$ cat src/rtl/rv32i_mem_arbiter_if.sv
// Bundle of the fetch, load/store and memory-port signals around the rv32i memory arbiter.
// The slave modport is the arbiter's view; master is the environment (requesters + memory).
interface rv32i_mem_arbiter_if #(
    parameter int AW = 32,
    parameter int DW = 32
);
    logic            i_req;
    logic [AW-1:0]   i_addr;
    logic            i_gnt;
    logic            i_rvalid;
    logic [DW-1:0]   i_rdata;

    logic            d_req;
    logic            d_we;
    logic [DW/8-1:0] d_be;
    logic [AW-1:0]   d_addr;
    logic [DW-1:0]   d_wdata;
    logic            d_gnt;
    logic            d_rvalid;
    logic [DW-1:0]   d_rdata;

    logic            mem_req;
    logic            mem_we;
    logic [DW/8-1:0] mem_be;
    logic [AW-1:0]   mem_addr;
    logic [DW-1:0]   mem_wdata;
    logic            mem_ready;
    logic            mem_rvalid;
    logic [DW-1:0]   mem_rdata;

    modport slave (
        input  i_req, i_addr,
        output i_gnt, i_rvalid, i_rdata,
        input  d_req, d_we, d_be, d_addr, d_wdata,
        output d_gnt, d_rvalid, d_rdata,
        output mem_req, mem_we, mem_be, mem_addr, mem_wdata,
        input  mem_ready, mem_rvalid, mem_rdata
    );

    modport master (
        output i_req, i_addr,
        input  i_gnt, i_rvalid, i_rdata,
        output d_req, d_we, d_be, d_addr, d_wdata,
        input  d_gnt, d_rvalid, d_rdata,
        input  mem_req, mem_we, mem_be, mem_addr, mem_wdata,
        output mem_ready, mem_rvalid, mem_rdata
    );
endinterface

$ cat src/rtl/rv32i_mem_arbiter.sv
// Single-port memory arbiter: fetch vs load/store, D-side priority with a starvation guard.
// One transaction in flight; the winning request is registered and driven until accepted.
module rv32i_mem_arbiter #(
    parameter int AW           = 32,
    parameter int DW           = 32,
    parameter int STARVE_LIMIT = 4
) (
    input  logic                 clk,
    input  logic                 rst_n,
    rv32i_mem_arbiter_if.slave   bus
);
    localparam int SW = $clog2(STARVE_LIMIT + 1);
    localparam logic [SW-1:0] LIMIT = SW'(STARVE_LIMIT);

    typedef enum logic [1:0] {IDLE, ISSUE, WAIT} state_t;

    state_t          r_state;
    logic [SW-1:0]   r_streak;
    logic            r_owner_d;
    logic            r_i_gnt;
    logic            r_d_gnt;
    logic            r_mem_req;
    logic            r_mem_we;
    logic [DW/8-1:0] r_mem_be;
    logic [AW-1:0]   r_mem_addr;
    logic [DW-1:0]   r_mem_wdata;

    logic            w_pick_d;
    logic            w_resp;

    // D wins any contention except when fetch has lost STARVE_LIMIT times in a row.
    assign w_pick_d = bus.d_req && (!bus.i_req || (r_streak != LIMIT));
    assign w_resp   = (r_state == WAIT) && bus.mem_rvalid;

    always_ff @(posedge clk or negedge rst_n) begin
        if (!rst_n) begin
            r_state     <= IDLE;
            r_streak    <= '0;
            r_owner_d   <= 1'b0;
            r_i_gnt     <= 1'b0;
            r_d_gnt     <= 1'b0;
            r_mem_req   <= 1'b0;
            r_mem_we    <= 1'b0;
            r_mem_be    <= '0;
            r_mem_addr  <= '0;
            r_mem_wdata <= '0;
        end else begin
            r_i_gnt <= 1'b0;
            r_d_gnt <= 1'b0;
            case (r_state)
                IDLE: begin
                    if (bus.i_req || bus.d_req) begin
                        r_state   <= ISSUE;
                        r_mem_req <= 1'b1;
                        r_owner_d <= w_pick_d;
                        if (w_pick_d) begin
                            r_d_gnt     <= 1'b1;
                            r_mem_we    <= bus.d_we;
                            r_mem_be    <= bus.d_be;
                            r_mem_addr  <= bus.d_addr;
                            r_mem_wdata <= bus.d_wdata;
                            if (!bus.i_req)
                                r_streak <= '0;
                            else if (r_streak != LIMIT)
                                r_streak <= r_streak + 1'b1;
                        end else begin
                            r_i_gnt     <= 1'b1;
                            r_mem_we    <= 1'b0;
                            r_mem_be    <= '1;
                            r_mem_addr  <= bus.i_addr;
                            r_mem_wdata <= '0;
                            r_streak    <= '0;
                        end
                    end
                end
                ISSUE: begin
                    if (bus.mem_ready) begin
                        r_mem_req <= 1'b0;
                        r_state   <= WAIT;
                    end
                end
                WAIT: begin
                    if (bus.mem_rvalid)
                        r_state <= IDLE;
                end
                default: r_state <= IDLE;
            endcase
        end
    end

    assign bus.i_gnt     = r_i_gnt;
    assign bus.d_gnt     = r_d_gnt;
    assign bus.mem_req   = r_mem_req;
    assign bus.mem_we    = r_mem_we;
    assign bus.mem_be    = r_mem_be;
    assign bus.mem_addr  = r_mem_addr;
    assign bus.mem_wdata = r_mem_wdata;

    // Response is forwarded in the same cycle it arrives; data is unqualified pass-through.
    assign bus.i_rvalid  = w_resp && !r_owner_d;
    assign bus.d_rvalid  = w_resp && r_owner_d;
    assign bus.i_rdata   = bus.mem_rdata;
    assign bus.d_rdata   = bus.mem_rdata;
endmodule
$ cat src/flat_wrapper.sv
// flat-port wrapper written by rule: the top's interface ports become plain ports
module rv32i_mem_arbiter_flat 
#(
    parameter int AW           = 32,
    parameter int DW           = 32,
    parameter int STARVE_LIMIT = 4
)
  (clk, rst_n, bus_i_req, bus_i_addr, bus_i_gnt, bus_i_rvalid, bus_i_rdata, bus_d_req, bus_d_we, bus_d_be, bus_d_addr, bus_d_wdata, bus_d_gnt, bus_d_rvalid, bus_d_rdata, bus_mem_req, bus_mem_we, bus_mem_be, bus_mem_addr, bus_mem_wdata, bus_mem_ready, bus_mem_rvalid, bus_mem_rdata);
  rv32i_mem_arbiter_if #(.AW(AW), .DW(DW)) bus_i ();
  input  logic clk;
  input  logic rst_n;
  input wire logic [$bits(bus_i.i_req)-1:0] bus_i_req;
  input wire logic [$bits(bus_i.i_addr)-1:0] bus_i_addr;
  output wire logic [$bits(bus_i.i_gnt)-1:0] bus_i_gnt;
  output wire logic [$bits(bus_i.i_rvalid)-1:0] bus_i_rvalid;
  output wire logic [$bits(bus_i.i_rdata)-1:0] bus_i_rdata;
  input wire logic [$bits(bus_i.d_req)-1:0] bus_d_req;
  input wire logic [$bits(bus_i.d_we)-1:0] bus_d_we;
  input wire logic [$bits(bus_i.d_be)-1:0] bus_d_be;
  input wire logic [$bits(bus_i.d_addr)-1:0] bus_d_addr;
  input wire logic [$bits(bus_i.d_wdata)-1:0] bus_d_wdata;
  output wire logic [$bits(bus_i.d_gnt)-1:0] bus_d_gnt;
  output wire logic [$bits(bus_i.d_rvalid)-1:0] bus_d_rvalid;
  output wire logic [$bits(bus_i.d_rdata)-1:0] bus_d_rdata;
  output wire logic [$bits(bus_i.mem_req)-1:0] bus_mem_req;
  output wire logic [$bits(bus_i.mem_we)-1:0] bus_mem_we;
  output wire logic [$bits(bus_i.mem_be)-1:0] bus_mem_be;
  output wire logic [$bits(bus_i.mem_addr)-1:0] bus_mem_addr;
  output wire logic [$bits(bus_i.mem_wdata)-1:0] bus_mem_wdata;
  input wire logic [$bits(bus_i.mem_ready)-1:0] bus_mem_ready;
  input wire logic [$bits(bus_i.mem_rvalid)-1:0] bus_mem_rvalid;
  input wire logic [$bits(bus_i.mem_rdata)-1:0] bus_mem_rdata;
  assign bus_i.i_req = bus_i_req;
  assign bus_i.i_addr = bus_i_addr;
  assign bus_i_gnt = bus_i.i_gnt;
  assign bus_i_rvalid = bus_i.i_rvalid;
  assign bus_i_rdata = bus_i.i_rdata;
  assign bus_i.d_req = bus_d_req;
  assign bus_i.d_we = bus_d_we;
  assign bus_i.d_be = bus_d_be;
  assign bus_i.d_addr = bus_d_addr;
  assign bus_i.d_wdata = bus_d_wdata;
  assign bus_d_gnt = bus_i.d_gnt;
  assign bus_d_rvalid = bus_i.d_rvalid;
  assign bus_d_rdata = bus_i.d_rdata;
  assign bus_mem_req = bus_i.mem_req;
  assign bus_mem_we = bus_i.mem_we;
  assign bus_mem_be = bus_i.mem_be;
  assign bus_mem_addr = bus_i.mem_addr;
  assign bus_mem_wdata = bus_i.mem_wdata;
  assign bus_i.mem_ready = bus_mem_ready;
  assign bus_i.mem_rvalid = bus_mem_rvalid;
  assign bus_i.mem_rdata = bus_mem_rdata;
  rv32i_mem_arbiter #(.AW(AW), .DW(DW), .STARVE_LIMIT(STARVE_LIMIT)) u_core (.clk(clk), .rst_n(rst_n), .bus(bus_i));
endmodule
$ cat config.mk
export PLATFORM = sky130hd
export DESIGN_NAME = rv32i_mem_arbiter_flat
export DESIGN_NICKNAME = d
export VERILOG_FILES = /design/src/rtl/rv32i_mem_arbiter_if.sv /design/src/rtl/rv32i_mem_arbiter.sv /design/src/flat_wrapper.sv
export SDC_FILE = /design/constraint.sdc
export NUM_CORES = 1
export LEC_CHECK = 0
export CAP_MARGIN = 20
export CORE_MARGIN = 2
export CORE_UTILIZATION = 35
export CTS_CLUSTER_SIZE = 8
export DETAILED_ROUTE_END_ITERATION = 8
export GPL_ROUTABILITY_DRIVEN = 0
export PLACE_DENSITY_LB_ADDON = 0.12
export REMOVE_ABC_BUFFERS = 1
export SETUP_SLACK_MARGIN = 0.1
export SYNTH_ARGS = -nofsm -noshare
export SYNTH_HDL_FRONTEND = slang
export SYNTH_SLANG_ARGS = --single-unit
export TNS_END_PERCENT = 20
$ cat constraint.sdc
create_clock -name clk -period 2.2 [get_ports clk]
set_input_delay 0.33 -clock clk [delete_from_list [all_inputs] [get_ports clk]]
set_output_delay 0.33 -clock clk [all_outputs]
set_load 0.05 [all_outputs]
==> metrics.md, run 1 <==
| Metric | Value |
|---|---|
| Run status | finished, final reports clean |
| Met3 routing resource usage after global routing | 0.149 |
| Kind of critical path | flop to output port |
| Largest incremental delay on the critical path | between 800 and 900 ps |
| Count of antenna diodes in the layout | 0 |
| Worst supply voltage drop on vdd | 0.000828 V |
| Path category of the worst min-delay check | flop to flop |
| Cell area after synthesis | between 3000 and 4000 um2 |
| First-pass GRT wire length | 18.3 mm |
| Vert. Die Dim | around 110 um |
| Final critical-path required period | ~1900 ps |
| Post-placement setup slack | between 150 and 200 ps |
| Leftover overflow at the end of global routing | 0 |
| Mean instance size in the synthesized netlist | approximately 13 um2 |
| Cells after Synth | approximately 300 |
| DRC errors left | 0 |
| Layout-stage area growth over the synthesis result | 46.7% |
| Max_slew headroom | 0.643 |
| DPL Wire Length | a little under 9 mm |
| Fin crit share | 0.858 |
| Area of the multi-input gates | ~1200 um2 |
| Count of boundary I/O pins | approximately 280 |
| Startpoint of the worst register-to-register path | u_core.r_streak[0] |
| 1st-iter DRT viols | 204 |
| Category of the worst setup path capture point | output port |
| Maximum level of the CTS H-tree | 3 |
| Worst Skew | ~15 ps |
| Pleak | 0.00241 uW |
| Setup-failing EPs final | 0 |
| TritonCTS Buffers | 9 |
| Placeable core area | approximately 10000 um2 |
| Sequential fraction of the synthesis area | 0.521 |
| Post-synthesis cell type count | 30 |
| Number of synthesized flops with an enable pin | 0 |
| Async set-or-reset flop fraction in the synthesized netlist | 1.00 |
| R2R Setup Slk | about 460 ps |
| Via count of the first global-routing pass | between 3000 and 4000 |
| Count of buffering cells on the critical path with inverters included | 1 |
| Root cell of the clock tree | sky130_fd_sc_hd__clkbuf_8 |
| Number of iterations in the first detailed-routing pass | 6 |
| Ratio of cells with drive above 1 in the final layout | 0.0861 |
| Final setup TNS | 0 ps |
| Cells on worst reg2reg path | 7 |
| Nets | 554 |
| Total count of hold-check failures in the final report | 0 |
| Skew-Pair Late Insertion Delay | about 350 ps |
| Hold Crit Depth | 2 |
| Count of buffers from port buffering | 180 |
| Die outline area | approximately 12000 um2 |
| Endpoint of the lowest-slack register-to-register path | u_core.bus.mem_addr[22] |
| Area taken by flip-flops and latches | slightly below 2000 um2 |
| Most used DFF post-synth | sky130_fd_sc_hd__dfrtp_1 |
| Fmax | approximately 0.53 GHz |
| Critical path's slowest cell | sky130_fd_sc_hd__clkdlybuf4s50_1 |
| RSZ-0062 raised after global routing | false |
| Final number of max-transition violations | 0 |
| Clock tree from TritonCTS | done |
| Hold WS | just under 500 ps |
| Power density over cell area | roughly 1600 nW/um2 |
| Fill cell instance count of the final layout | 911 |
| Hold path startpoint | u_core.bus.mem_req |
| CTS clk-pin slew, worst paths | ~90 ps |
| Antenna viol nets, final | 0 |
| Cells traversed along the worst timing path | clkdlybuf4s50_1 |
| Number of antenna violations at the first check in global routing | 0 |
| Ratio of routed vias to standard cells | about 5.4 |
| Warning count from the yosys run | 0 |
| Top Family by Delay on Critical Path | buffers and inverters |
| Data arrival, critical path | approximately 1600 ps |
| GR Util met2 | 0.249 |
| Placement Rows | 37 |
| Overall die width | approximately 110 um |
| Cell total after placement | around 540 |
| Most crowded layer after global routing | met1 |
| Setup fix buffers added after clock tree synthesis | 0 |
| WHS Endpoint | u_core.bus.mem_req |
| Maxcap violations | 0 |
| Slew @ Worst Pin | ~530 ps |
| Largest fanout on the critical path | 2 |
| Final worst slack | approximately 310 ps |
| Met1 Usage GRT | 0.291 |
| Kind of start point of the critical path | flop |
| Global-route usage over all layers | 0.211 |
| Via total after detailed routing | roughly 3000 |
| Seq cells post-synth | roughly 80 |
| Number of sinks handled by clock tree synthesis | 78 |
| Number of non-filler instances in the completed layout | about 550 |
| Final Core Density | 0.530 |
| Initial cell density of the core | 0.361 |
| Total wirelength of the detailed-routed design | around 12 mm |
| Pin count of the biggest net entering global routing | between 50 and 60 |
| Buffers from clock root to sink, at most | 2 |
| Endpoint required time on the critical path | between 1500 and 2000 ps |
| Wirelength per Cell | 22.2 um |
layout by cell type (no fill, tap or decap), drive strengths merged, types with 2 or more instances in the layout:
cell	n
dfrtp	78
o21ai	3
a221o	32
o22ai	2
nor2	2
and4b	32
inv	5
nand2	6
buf	15
a22o	33
ha	2
bufinv	2
clkinv	2
clkdlybuf4s50	177
clkbuf	10
nand3	2
nand2b	2
o22a	4
power breakdown:
part | switching [uW] | internal (uW)
clock | 551 | 678
sequential | 378 | 2060
combinational | 3190 | 1940
synthesized netlist by cell type (2+ instances only):
| library cell | count | area, um2 |
|---|---|---|
| sky130_fd_sc_hd__a22o_1 | 33 | 289 |
| sky130_fd_sc_hd__buf_6 | 6 | 67.6 |
| sky130_fd_sc_hd__o22ai_1 | 2 | 12.5 |
| sky130_fd_sc_hd__nand2b_1 | 2 | 12.5 |
| sky130_fd_sc_hd__o22a_1 | 4 | 35.0 |
| sky130_fd_sc_hd__dfrtp_1 | 78 | 1950 |
| sky130_fd_sc_hd__and4b_1 | 32 | 320 |
| sky130_fd_sc_hd__clkbuf_1 | 10 | 37.5 |
| sky130_fd_sc_hd__buf_2 | 7 | 35.0 |
| sky130_fd_sc_hd__nand2_1 | 6 | 22.5 |
| sky130_fd_sc_hd__ha_1 | 2 | 25.0 |
| sky130_fd_sc_hd__a221o_1 | 32 | 320 |
| sky130_fd_sc_hd__buf_4 | 64 | 480 |
| sky130_fd_sc_hd__inv_1 | 2 | 7.51 |
| sky130_fd_sc_hd__o21ai_0 | 2 | 10.0 |
metrics by stage:
step                      total power, uW  instance area [um2]
after floorplan                      5600                 3120
after global placement               7580                 5260
after detailed placement             7610                 5260
after CTS                            8890                 5500
after global routing                 9250                 5500
final                                8800                 5500
cell families after synthesis:
group	Yosys count	share of synthesized area
DFF	78	0.521
and+or+nand+nor	47	0.108
xor gates and xnor gates	1	0.00234
buffers and inverters	91	0.170
AOI/OAI and AO/OA	78	0.192
adders and majority gates	2	0.00667
sequential cells by signal, indices dropped and copies added, names as in the netlist:
name and cells:
u_core.bus.mem_req 1, u_core.bus.mem_addr 32, u_core.bus.d_gnt 1, u_core.r_state 2, u_core.r_owner_d 1, u_core.bus.mem_wdata 32, u_core.r_streak 3, u_core.bus.mem_we 1
u_core.bus.i_gnt 1, u_core.bus.mem_be 4
worst max path at each step:
| stage | startpoint | endpoint | slack, ps | depth (start not counted) |
|---|---|---|---|---|
| finish | u_core.bus.mem_addr[17] | bus_mem_addr[17] | 310 | 1 |
| global route | u_core.bus.mem_addr[7] | bus_mem_addr[7] | 270 | 1 |
| CTS | u_core.bus.mem_addr[17] | bus_mem_addr[17] | 300 | 1 |
| detailed placement | bus_d_req | u_core.bus.mem_addr[9] | 190 | 5 |
| global placement | bus_d_req | u_core.bus.mem_addr[11] | 270 | 5 |
| floorplan | bus_i_req | u_core.r_state[0] | 80 | 2 |
layout make-up:
type,instances,area share
sequential,78,0.355
multi-input combinational,128,0.212
inverter,3,0.00250
timing repair buffer,193,0.358
clock buffer,10,0.0250
tap,136,0.0309
clock inverter,6,0.0166
per-layer routing:
layer | share of wire | wire length [um]
met5 | 0.011 | 130
met3 | 0.17 | 2070
met1 | 0.44 | 5450
met4 | 0.010 | 129
met2 | 0.37 | 4530
timing repair:
action,CTS,global route
hold buffers,1,0
resized for setup,0,0
hold endpoints to repair,38,0
setup endpoints to repair,0,0
Power figures use the tool's default switching activity.
==> run 2, diff against run 1 <==
--- a/config.mk
+++ b/config.mk
@@ -6,10 +6,11 @@
 export NUM_CORES = 1
 export LEC_CHECK = 0
 export CAP_MARGIN = 20
-export CORE_MARGIN = 2
-export CORE_UTILIZATION = 35
+export CORE_AREA = 2 2 107 109
 export CTS_CLUSTER_SIZE = 8
 export DETAILED_ROUTE_END_ITERATION = 8
+export DIE_AREA = 0 0 109 111
+export DONT_BUFFER_PORTS = 1
 export GPL_ROUTABILITY_DRIVEN = 0
 export PLACE_DENSITY_LB_ADDON = 0.12
 export REMOVE_ABC_BUFFERS = 1
==> metrics.md, run 2 (synthesis results as in run 1) <==
| Metric | Value |
|---|---|
| Skew-Pair Late Insertion Delay | approximately 330 ps |
| Most crowded layer after global routing | met2 |
| Overall die width | ~110 um |
| Pin count of the biggest net entering global routing | between 70 and 80 |
| Commonest cells after routing, fill and taps aside | sky130_fd_sc_hd__dfrtp_1, sky130_fd_sc_hd__a22o_1, sky130_fd_sc_hd__and4b_1, sky130_fd_sc_hd__a221o_1, sky130_fd_sc_hd__clkbuf_16 |
| Setup fix buffers added after clock tree synthesis | 0 |
| CTS clk-pin slew, worst paths | about 60 ps |
| Kind of critical path | flop to flop |
| Run status | finished with violations |
| Ratio of routed vias to standard cells | between 6 and 7 |
| Final critical-path required period | 1840 ps |
| Hold WS | -306 ps |
| Number of sinks handled by clock tree synthesis | just under 80 |
| Largest fanout on the critical path | 20 |
| Number of non-filler instances in the completed layout | between 300 and 400 |
| Maximum level of the CTS H-tree | 3 |
| Power density over cell area | around 2100 nW/um2 |
| RSZ-0062 raised after global routing | false |
| Placeable core area | 11100 um2 |
| Root cell of the clock tree | sky130_fd_sc_hd__clkbuf_16 |
| Global-route usage over all layers | 0.197 |
| Layout-stage area growth over the synthesis result | -0.200% |
| Buffers from clock root to sink, at most | 2 |
| Count of buffers from port buffering | 0 |
| Total wirelength of the detailed-routed design | about 12 mm |
| Largest incremental delay on the critical path | 380 ps |
| First-pass GRT wire length | ~17 mm |
| Antenna viol nets, final | 0 |
| Slew @ Worst Pin | around 540 ps |
| Max_slew headroom | 0.641 |
| GR Util met2 | 0.248 |
| Nets | 370 |
| Number of antenna violations at the first check in global routing | 2 |
| Clock tree from TritonCTS | done |
| Pleak | roughly 0.0017 uW |
| Placement Rows | 39 |
| Kind of start point of the critical path | flop |
| Via total after detailed routing | roughly 2300 |
| Fill cell instance count of the final layout | ~1100 |
| Worst Skew | between 8 and 9 ps |
| Leftover overflow at the end of global routing | 0 |
| Data arrival, critical path | around 2000 ps |
| Category of the worst setup path capture point | flop |
| Final setup TNS | 0 ps |
| R2R Setup Slk | 360 ps |
| Die outline area | ~12000 um2 |
| Fin crit share | 0.837 |
| Number of iterations in the first detailed-routing pass | 4 |
| Endpoint required time on the critical path | ~2400 ps |
| Path category of the worst min-delay check | primary input to async pin |
| Final number of max-transition violations | 0 |
| Number of resized instances in the post-cts repair step | 0 |
| Critical path's slowest cell | sky130_fd_sc_hd__dfrtp_1 |
| Top Family by Delay on Critical Path | buffers and inverters |
| DRC errors left | 0 |
| Wirelength per Cell | roughly 33 um |
| Violated checks | negative hold slack |
| Ratio of cells with drive above 1 in the final layout | 0.128 |
| 1st-iter DRT viols | between 100 and 150 |
| Worst supply voltage drop on vdd | 0.000680 V |
| Count of boundary I/O pins | 277 |
| DPL Wire Length | 8.94 mm |
| Setup-failing EPs final | 0 |
| TritonCTS Buffers | 9 |
| Most frequent standard cell in the layout excluding fill and tap cells | sky130_fd_sc_hd__dfrtp_1 |
| Vert. Die Dim | approximately 110 um |
| Initial cell density of the core | 0.338 |
| Total count of hold-check failures in the final report | between 70 and 80 |
| Count of buffering cells on the critical path with inverters included | 3 |
| Met3 routing resource usage after global routing | 0.180 |
| Fmax | roughly 0.54 GHz |
| Via count of the first global-routing pass | between 2000 and 2500 |
| Maxcap violations | 0 |
| Cell total after placement | between 300 and 400 |
| Met1 Usage GRT | 0.240 |
| Cells traversed along the worst timing path | inv_1, ha_1, nand3_1, nand3_2, inv_4, buf_4, a221o_1 |
[run 2: cell type report]
type / instances / area [um2] / area share
multi-input combinational: 128 / 1170 / 0.313
inverter: 3 / 13.8 / 0.00368
antenna: 2 / 5.00 / 0.00134
clock buffer: 10 / 229 / 0.0612
timing repair buffer: 9 / 105 / 0.0281
clock inverter: 6 / 86.3 / 0.0231
tap: 143 / 179 / 0.0478
sequential: 78 / 1950 / 0.522
[run 2: worst paths after layout]
path	from	endpoint	depth (start not counted)
setup / recovery	u_core.r_streak[0]	u_core.bus.mem_addr[30]	7
hold / removal	rst_n	u_core.bus.mem_be[1]	0
setup reg to reg	u_core.r_streak[0]	u_core.bus.mem_addr[30]	7
hold reg to reg	u_core.r_owner_d	u_core.r_owner_d	1
max in group asynchronous	rst_n	u_core.bus.mem_wdata[31]	0
min in group clk	bus_mem_ready	u_core.r_state[0]	1
[run 2: stage by stage]
stage                     worst slack [ps]   util  instance area [um2]  power [uW]  hold slack (ps)
after detailed placement               359  0.309                 3420        6240             36.1
final                                  358  0.338                 3740        7760             -306
after CTS                              351  0.337                 3740        7850             -322
after global routing                   210  0.338                 3740        8140             -330
after floorplan                       83.5      -                 3120        5600             34.4
after global placement                 389  0.309                 3420        6230             36.4
[run 2: report_power, final]
| part | switching, uW | internal (uW) |
|---|---|---|
| Combinational | 822 | 791 |
| Sequential | 2550 | 2030 |
| Clock | 580 | 992 |
[run 2: metal layers]
| metal | share of wire | up-vias |
|---|---|---|
| li1 | - | 939 |
| met1 | 0.39 | 1117 |
| met2 | 0.40 | 242 |
| met3 | 0.20 | 13 |
| met4 | 0.0066 | 2 |
| met5 | 0.0059 | - |
